===== src/rtl/uart_pkg.sv =====
// Shared UART package: data width, receive FIFO depth and pointer/count sizing helpers.
// Latency: n/a (types, constants and constant functions only).
// Backpressure: n/a.
package uart_pkg;

    localparam int UART_DATA_W     = 8;
    localparam int UART_FIFO_DEPTH = 16;

    // Pointer width for a power-of-two depth; never narrower than one bit.
    function automatic int ptr_w(input int depth);
        return (depth > 1) ? $clog2(depth) : 1;
    endfunction

    // Occupancy counter width; must be able to hold the value 'depth' itself.
    function automatic int cnt_w(input int depth);
        return $clog2(depth + 1);
    endfunction

endpackage


===== src/rtl/uart_rx_fifo_if.sv =====
// Handshake bundle between uart_rx (writer), the receive FIFO and uart_tx (reader).
// Latency: n/a (wiring only).
// Backpressure: wr_valid_i/wr_ready_o on the write side, rd_valid_o/rd_ready_i on the read side.
interface uart_rx_fifo_if
    import uart_pkg::*;
#(
    parameter int DATA_W = UART_DATA_W,
    parameter int DEPTH  = UART_FIFO_DEPTH
);

    logic [DATA_W-1:0]       wr_data_i;
    logic                    wr_valid_i;
    logic                    wr_ready_o;
    logic [DATA_W-1:0]       rd_data_o;
    logic                    rd_valid_o;
    logic                    rd_ready_i;
    logic                    flush_i;
    logic                    clr_ovf_i;
    logic [cnt_w(DEPTH)-1:0] count_o;
    logic                    afull_o;
    logic                    ovf_o;

    // The FIFO itself.
    modport slave (
        input  wr_data_i, wr_valid_i, rd_ready_i, flush_i, clr_ovf_i,
        output wr_ready_o, rd_data_o, rd_valid_o, count_o, afull_o, ovf_o
    );

    // The surrounding logic driving and draining the FIFO.
    modport master (
        output wr_data_i, wr_valid_i, rd_ready_i, flush_i, clr_ovf_i,
        input  wr_ready_o, rd_data_o, rd_valid_o, count_o, afull_o, ovf_o
    );

endinterface


===== src/rtl/uart_fifo_mem.sv =====
// Storage array for the receive FIFO: synchronous write, asynchronous read at the read pointer.
// Latency: write visible on the read port after the writing edge; read is combinational from the address.
// Backpressure: none; the caller only asserts we_i for accepted writes.
module uart_fifo_mem
    import uart_pkg::*;
#(
    parameter int DATA_W = UART_DATA_W,
    parameter int DEPTH  = UART_FIFO_DEPTH
) (
    input  logic                    clk,
    input  logic                    we_i,
    input  logic [ptr_w(DEPTH)-1:0] waddr_i,
    input  logic [DATA_W-1:0]       wdata_i,
    input  logic [ptr_w(DEPTH)-1:0] raddr_i,
    output logic [DATA_W-1:0]       rdata_o
);

    logic [DATA_W-1:0] mem_q [DEPTH];

    // Contents are never reset; validity is tracked by the FIFO occupancy.
    always_ff @(posedge clk) begin
        if (we_i) begin
            mem_q[waddr_i] <= wdata_i;
        end
    end

    assign rdata_o = mem_q[raddr_i];

endmodule


===== src/rtl/uart_rx_fifo.sv =====
// First-word-fall-through byte FIFO between uart_rx and uart_tx with sticky overflow flag.
// Latency: a byte written at edge N is presented on rd_data_o after edge N; no input-to-output bypass.
// Backpressure: wr_ready_o drops when full; writes attempted while full are dropped and set ovf_o.
module uart_rx_fifo
    import uart_pkg::*;
#(
    parameter int DATA_W    = UART_DATA_W,
    parameter int DEPTH     = UART_FIFO_DEPTH,
    parameter int AFULL_LVL = DEPTH - 4
) (
    input  logic          clk,
    input  logic          reset,
    uart_rx_fifo_if.slave bus
);

    localparam int PTR_W = ptr_w(DEPTH);
    localparam int CNT_W = cnt_w(DEPTH);
    localparam logic [CNT_W-1:0] FULL_CNT  = CNT_W'(DEPTH);
    localparam logic [CNT_W-1:0] AFULL_CNT = CNT_W'(AFULL_LVL);

    logic [PTR_W-1:0]  wr_ptr_q, wr_ptr_d;
    logic [PTR_W-1:0]  rd_ptr_q, rd_ptr_d;
    logic [CNT_W-1:0]  count_q, count_d;
    logic              ovf_q, ovf_d;
    logic              full, empty;
    logic              wr_acc, rd_acc, ovf_ev, mem_we;
    logic [DATA_W-1:0] mem_rdata;

    // Full/empty come from the registered count only, so neither handshake
    // input can reach wr_ready_o, rd_valid_o or count_o combinationally.
    assign full   = (count_q == FULL_CNT);
    assign empty  = (count_q == '0);
    assign wr_acc = bus.wr_valid_i & ~full  & ~reset;
    assign rd_acc = bus.rd_ready_i & ~empty & ~reset;
    // A full FIFO refuses the byte even if a read frees a slot this cycle.
    assign ovf_ev = bus.wr_valid_i & full & ~reset;
    // A write that lands in a flush cycle is discarded along with everything else.
    assign mem_we = wr_acc & ~bus.flush_i;

    // Next-state for pointers, occupancy and the sticky overflow flag.
    always_comb begin
        wr_ptr_d = wr_ptr_q;
        rd_ptr_d = rd_ptr_q;
        count_d  = count_q;
        ovf_d    = ovf_q;
        if (bus.flush_i) begin
            wr_ptr_d = '0;
            rd_ptr_d = '0;
            count_d  = '0;
        end else begin
            // Power-of-two depth: pointers wrap by natural overflow.
            if (wr_acc) begin
                wr_ptr_d = wr_ptr_q + PTR_W'(1);
            end
            if (rd_acc) begin
                rd_ptr_d = rd_ptr_q + PTR_W'(1);
            end
            case ({wr_acc, rd_acc})
                2'b10:   count_d = count_q + CNT_W'(1);
                2'b01:   count_d = count_q - CNT_W'(1);
                default: count_d = count_q;
            endcase
        end
        // A fresh overflow beats a same-cycle clear.
        if (ovf_ev) begin
            ovf_d = 1'b1;
        end else if (bus.clr_ovf_i) begin
            ovf_d = 1'b0;
        end
    end

    // State registers with synchronous reset; storage itself is not reset.
    always_ff @(posedge clk) begin
        if (reset) begin
            wr_ptr_q <= '0;
            rd_ptr_q <= '0;
            count_q  <= '0;
            ovf_q    <= 1'b0;
        end else begin
            wr_ptr_q <= wr_ptr_d;
            rd_ptr_q <= rd_ptr_d;
            count_q  <= count_d;
            ovf_q    <= ovf_d;
        end
    end

    uart_fifo_mem #(
        .DATA_W (DATA_W),
        .DEPTH  (DEPTH)
    ) u_mem (
        .clk     (clk),
        .we_i    (mem_we),
        .waddr_i (wr_ptr_q),
        .wdata_i (bus.wr_data_i),
        .raddr_i (rd_ptr_q),
        .rdata_o (mem_rdata)
    );

    // Outputs are forced to zero while reset is held, even before the clearing edge.
    assign bus.wr_ready_o = ~reset & ~full;
    assign bus.rd_valid_o = ~reset & ~empty;
    assign bus.rd_data_o  = (~reset & ~empty) ? mem_rdata : '0;
    assign bus.count_o    = reset ? '0 : count_q;
    assign bus.afull_o    = ~reset & (count_q >= AFULL_CNT);
    assign bus.ovf_o      = ~reset & ovf_q;

endmodule


===== src/flat_wrapper.sv =====
// flat-port wrapper written by rule: the top's interface ports become plain ports
module uart_rx_fifo_flat import uart_pkg::*;
#(
    parameter int DATA_W    = UART_DATA_W,
    parameter int DEPTH     = UART_FIFO_DEPTH,
    parameter int AFULL_LVL = DEPTH - 4
)
  (clk, reset, bus_wr_data_i, bus_wr_valid_i, bus_rd_ready_i, bus_flush_i, bus_clr_ovf_i, bus_wr_ready_o, bus_rd_data_o, bus_rd_valid_o, bus_count_o, bus_afull_o, bus_ovf_o);
  uart_rx_fifo_if #(.DATA_W(DATA_W), .DEPTH(DEPTH)) bus_i ();
  input  logic clk;
  input  logic reset;
  input wire logic [$bits(bus_i.wr_data_i)-1:0] bus_wr_data_i;
  input wire logic [$bits(bus_i.wr_valid_i)-1:0] bus_wr_valid_i;
  input wire logic [$bits(bus_i.rd_ready_i)-1:0] bus_rd_ready_i;
  input wire logic [$bits(bus_i.flush_i)-1:0] bus_flush_i;
  input wire logic [$bits(bus_i.clr_ovf_i)-1:0] bus_clr_ovf_i;
  output wire logic [$bits(bus_i.wr_ready_o)-1:0] bus_wr_ready_o;
  output wire logic [$bits(bus_i.rd_data_o)-1:0] bus_rd_data_o;
  output wire logic [$bits(bus_i.rd_valid_o)-1:0] bus_rd_valid_o;
  output wire logic [$bits(bus_i.count_o)-1:0] bus_count_o;
  output wire logic [$bits(bus_i.afull_o)-1:0] bus_afull_o;
  output wire logic [$bits(bus_i.ovf_o)-1:0] bus_ovf_o;
  assign bus_i.wr_data_i = bus_wr_data_i;
  assign bus_i.wr_valid_i = bus_wr_valid_i;
  assign bus_i.rd_ready_i = bus_rd_ready_i;
  assign bus_i.flush_i = bus_flush_i;
  assign bus_i.clr_ovf_i = bus_clr_ovf_i;
  assign bus_wr_ready_o = bus_i.wr_ready_o;
  assign bus_rd_data_o = bus_i.rd_data_o;
  assign bus_rd_valid_o = bus_i.rd_valid_o;
  assign bus_count_o = bus_i.count_o;
  assign bus_afull_o = bus_i.afull_o;
  assign bus_ovf_o = bus_i.ovf_o;
  uart_rx_fifo #(.DATA_W(DATA_W), .DEPTH(DEPTH), .AFULL_LVL(AFULL_LVL)) u_core (.clk(clk), .reset(reset), .bus(bus_i));
endmodule

===== config.mk =====
export PLATFORM = sky130hd
export DESIGN_NAME = uart_rx_fifo_flat
export DESIGN_NICKNAME = d
export VERILOG_FILES = /design/src/rtl/uart_pkg.sv /design/src/rtl/uart_rx_fifo_if.sv /design/src/rtl/uart_fifo_mem.sv /design/src/rtl/uart_rx_fifo.sv /design/src/flat_wrapper.sv
export SDC_FILE = /design/constraint.sdc
export NUM_CORES = 1
export LEC_CHECK = 0
export ABC_AREA = 1
export ABC_CLOCK_PERIOD_IN_PS = 2300
export BUFFER_PORTS_ARGS = -buffer_cell sky130_fd_sc_hd__buf_2
export CORE_MARGIN = 5
export CORE_UTILIZATION = 61
export CTS_BUF_LIST = sky130_fd_sc_hd__clkbuf_8 sky130_fd_sc_hd__clkbuf_16
export DETAILED_ROUTE_END_ITERATION = 8
export PLACE_DENSITY = 0.79
export SLEW_MARGIN = 25
export SYNTH_ARGS = -nofsm -noshare
export SYNTH_HDL_FRONTEND = slang
export SYNTH_HIERARCHICAL = 1
export SYNTH_SLANG_ARGS = --single-unit

===== constraint.sdc =====
create_clock -name clk -period 2.3 [get_ports clk]
set_input_delay 0.115 -clock clk [delete_from_list [all_inputs] [get_ports clk]]
set_output_delay 0.115 -clock clk [all_outputs]
set_load 0.03 [all_outputs]

# After elaboration in Yosys (flattened, before gate mapping)
# Memories as Yosys holds them, arrays and structs flattened. A register that Yosys moved wholly into a read port is not among the register bits.
# Index checks and enable logic that the tools add are counted.
# totals
regBits	14
ramBits	128
n_memories	1
# classes
addsub	4
magnitude_cmp	1
n_eq_ne	3
n_mux	9
n_bitwise	15
n_reduce_logical	4
# memory_table
memory	depth	width	rd	rd_clocked_by_memory_dff	wr	line	text
u_core.u_mem.mem_q	16	8	1	1	1	uart_fifo_mem.sv:18	logic [DATA_W-1:0] mem_q [DEPTH];
# ops
cell	count
AND 1 bit	11
one-hot mux 5 bit (2 select lines)	1
adder 4 x 1 -> 4 bit (second input constant)	2
two-way mux 4 bit	2
two-way mux 8 bit	1
adder 5 x 1 -> 5 bit (second input constant)	1
== test 5 bit (second input constant)	1
greater-or-equal comparator 5 x 4 -> 1 bit (second input constant)	1
logical NOT 5 bit	1
two-way mux 5 bit	1
subtractor 5 x 1 -> 5 bit (second input constant)	1
two-way mux 1 bit	4
inverter 1 bit	4
nonzero test 2 bit	2
== test 2 x 1 -> 1 bit (second input constant)	1
== test 2 bit (second input constant)	1
OR reduction 2 bit	1

# Depth between registers and ports, before layout
# logic_depth
depth_word	7
depth_mapped	18
depth_no_buf	17

# By module
# Netlist, hierarchy kept.
# by_module_without_submodules
mod	n_inst	cells_per_inst	area_each_um2	seq_area_each_um2
uart_fifo_mem	1	543	5606.6	3843.7
uart_rx_fifo	1	143	952.2	280.3

# Worst setup path after synthesis
# Ideal clock, no wire load.
# synth_path
path_kind	register to register
startpoint	register u_core.count_q[0]
endpoint	register u_core.count_q[2]
setup_ps	113
arrival_ps	1772
required_ps	2187
path_slack_ps	415
path_stages_with_launch	15
synth_period_minus_slack_ps	1885
path_cell_list	dfxtp_1 > inv_1 > nand4_2 > nand3_4 > inv_4 > ha_1 > inv_2 > nand2_1 > nand2_1 > ha_1 > inv_1 > nand2_1 > xor2_1 > o21ai_1 > inv_1
# synth_via
elab_chain_cells	6
elab_cells_between_ends	14
classes_between	add/sub: 2; eq/ne: 3; mux: 1; bitwise: 6; reduce/logical: 2
# synth_lines
item	line	text
from (decl)	uart_rx_fifo.sv:23	logic [CNT_W-1:0] count_q, count_d;
from (signal assigned)	uart_rx_fifo.sv:82	count_q <= count_d;
logical NOT 5 bit *	uart_rx_fifo.sv:32	assign empty = (count_q == '0);
inverter 1 bit *	uart_rx_fifo.sv:34	assign rd_acc = bus.rd_ready_i & ~empty & ~reset;
AND 1 bit * (2 in series)	uart_rx_fifo.sv:34	
named net u_core.rd_acc	uart_rx_fifo.sv:26	logic wr_acc, rd_acc, ovf_ev, mem_we;
== test 2 x 1 -> 1 bit / == test 2 bit (equally long branches)	uart_rx_fifo.sv:58	case ({wr_acc, rd_acc})
one-hot mux 5 bit (2 select lines) / nonzero test 2 bit (equally long branches)	--	
# The timed path passes the listed nets; every way through them passes the cells marked *.
# A chain may end at the register's enable or synchronous reset.

==> out/metrics.yaml <==
synthesis:
  synth_edf_count: 128
  synth.most_common_cell: "nand2_1"
  seq_area_frac_synth_pct: 62.9
  yosysTopAreaCell: "edfxtp_1"
  ys.flop_type: "edfxtp_1"
  synth_area_um2: 6560
  synth_cell_types: 26
  synthTopCellsByCount: "206 x nand2_1, 128 x edfxtp_1, 124 x inv_1"
  synth_top_area_share_pct: 58.6
  async_reset_ff_share_pct: 0
  syn-mean-instance-area_um2: 9.56
  netlist_instances: 686
  synth_area_leaders: "edfxtp_1 59%, nand2_1 12%, nand3_1 7.9%"
  syn_nets: 705
  ys_ff_latch: 142
  ys_warn_count: 6
setup_path:
  cp_max_fo: 32
  endpoint_kind: "output port"
  crit_chain: "inv_4, bufbuf_16, nand2_1, nand3_1, nand3_1, nand3_1, nand2_1, inv_1, nor2_2, buf_4"
  slowest_delay_ps: 380
  required_ps: 2180
  path_common_cell: "nand3_1"
  cp-startpoint: "u_core/rd_ptr_q[0]"
  cp.arrival_ps: 2130
  cp_slowest_cell: "dfxtp_4"
  rr_startpoint: "u_core/count_q[0]"
  setup.worst_path.start_class: "register"
  path_class: "reg2out"
pwr:
  power_switching_mw: 1.24
  leakage_nw: 3.42
  p_int_mw: 4.66
  switching_share_pct: 21.0
  seqPwrFrac_pct: 48.0
  pwr-share-comb_pct: 5.6
  power_mw: 5.90
  powerDensity_nw_per_um2: 765
  clkPwrFrac_pct: 46.4
  peakVddDrop_mv: 0.685
route:
  vias: 4977
  drt_iter0_drc: 682
  totalWireLength_um: 15900
  dr.pass1.iters: 6
  via_per_inst: 5.58
  drcViolationCount: 0
  avgRoutedWirePerCell_um: 17.9
  detail-route-antenna-nets: 0
sta:
  tightest_slew_ps: 625
  final_max_slew_viol_count: 0
  rsz0062_at_grt: "no"
  worst_slack_ps: 57.6
  fin_crit_sh_pct: 97.5
  setup_viol: 0
  setup-tns-final_ps: 0
  min_period_ps: 2240
  fin_skew_ps: 6.41
  fmax_mhz: 446
  final-hold-violation-count: 0
  holdWs_ps: 78.3
  slew_headroom_pct: 58.3
layout:
  seqCellArea_um2: 4130
  syn2layout_area_growth_pct: 17.6
  layout.cells.non_filler: 892
  fillCellCount: 680
  nets: 764
  drive_gt1_share_pct: 13.9
  multi_input_area_um2: 1780
  antenna_cells: 0
clock_tree:
  cts_tree: "done"
  clk_path_buf_depth: 2
  clock_latency_ps: 530
  htree_levels: 4
  path_clk_slew_ps: 60
  root_buffer: "clkbuf_8"
  clock_sinks: 142
  cts_buffers: 17
grt:
  grt_usage_pct: 25.1
  grt_pass1_vias: 4937
  grt_first_pass_wirelength_um: 24700
  grt_max_degree: 36
  antenna_found_initial: 0
  grt_overflow: 0
placement:
  routabilityCongestion: 0.885
  hpwlAfterDp_um: 9190
  place_ws_ps: 162
  io_buffers: 30
  dp_cells: 848
hold_path:
  worstHoldStart: "reset"
  min_path_type: "in2reg"
die:
  rows: 37
  io_pins: 31
  start_util_pct: 63.0
  dieArea_um2: 12900
  fp.dieH_um: 114
  coreArea_um2: 10400
  die_w_um: 114
outcome:
  status: "completed"
job:
  maxCapViolCount: 0
[cells in the final DEF (no fill, tap or decap), types with 3 or more instances in the layout]
cell type and n:
a21oi_1 12, inv_4 3, nor2_1 35, nor2_2 3
buf_2 23, buf_4 23, xor2_1 4, ha_1 4
inv_2 4, xnor2_1 3, bufinv_16 4, o21ai_0 3
inv_1 125, dlygate4sd3_1 12, dfxtp_1 12, nand2_1 206
nand3_2 5, nand3_1 100, clkinv_2 3, edfxtp_1 128
clkbuf_16 17, nand3b_1 3
[critical path: cells and delay by family (launching register included)]
kind	cells	cell delay [ps]
and+or+nand+nor	6	600
DFF	1	380
buffers and inverters	4	610
[layout make-up]
class                   instances  share of cell area, %
well taps                     136                   2.21
inverters                     132                   6.58
flip-flops and latches        142                   53.5
clock buffers                  17                   5.37
multi-input cells             387                   23.0
repair buffers                 65                   7.04
clock inverters                13                   2.27
[power groups by stage]
stage	Clock, mW	Combinational, mW	Sequential [mW]
after global routing	2.88	0.358	2.83
final	2.74	0.330	2.83
after detailed placement	0	0.288	2.89
after floorplan	0	0.190	2.89
after global placement	0	0.278	2.89
after CTS	2.77	0.312	2.83
[worst paths after layout]
check                                          to  depth (start not counted)  slack [ps]
worst max-delay path             bus_rd_data_o[0]                         10          60
worst min-delay path            u_core/count_q[0]                          4          80
worst max register to register  u_core/count_q[4]                         17         150
worst min register to register  u_core/count_q[0]                          1         530
[metrics by stage]
| step | utilization, % | area (um^2) |
|---|---|---|
| 4_1_cts | 73.3 | 7640 |
| 2_1_floorplan | - | 6560 |
| 6_report | 74.1 | 7720 |
| 3_5_place_dp | 66.1 | 6890 |
| 5_1_grt | 74.1 | 7720 |
| 3_3_place_gp | 66.1 | 6890 |
[repair_timing]
| item | 4_1_cts | 5_1_grt |
|---|---|---|
| buffers inserted | 0 | 0 |
| hold endpoints to repair | 129 | 0 |
| hold buffers | 12 | 0 |
| endpoints found under the setup margin | 8 | 11 |
| gates cloned | 1 | 1 |
| resized for setup | 3 | 24 |
[sequential cells by signal (all words and copies together), names as in the netlist]
signal              flops
u_core/ovf_q            1
u_core/rd_ptr_q         4
u_core/wr_ptr_q         4
u_core/count_q          5
u_core/u_mem/mem_q    128
[metal layers]
metal	up-vias	GRT usage (%)	share of wire [%]
met5	-	0	0
met4	0	9.86	2.6
met3	46	4.77	9.8
met2	285	43.8	50
met1	2339	30.8	38
li1	2307	-	-
[logic make-up (layout without fill, tap and decap cells)]
kind of cell	count (synthesis)	count (layout)	share of synthesized area, %
simple gates	357	357	23.5
buf+inv	157	227	10.3
flops	142	142	62.9
compound gates	18	18	1.43
xor+xnor	7	7	0.935
fa+ha+maj	5	5	0.954
Power figures use the tool's default switching activity.
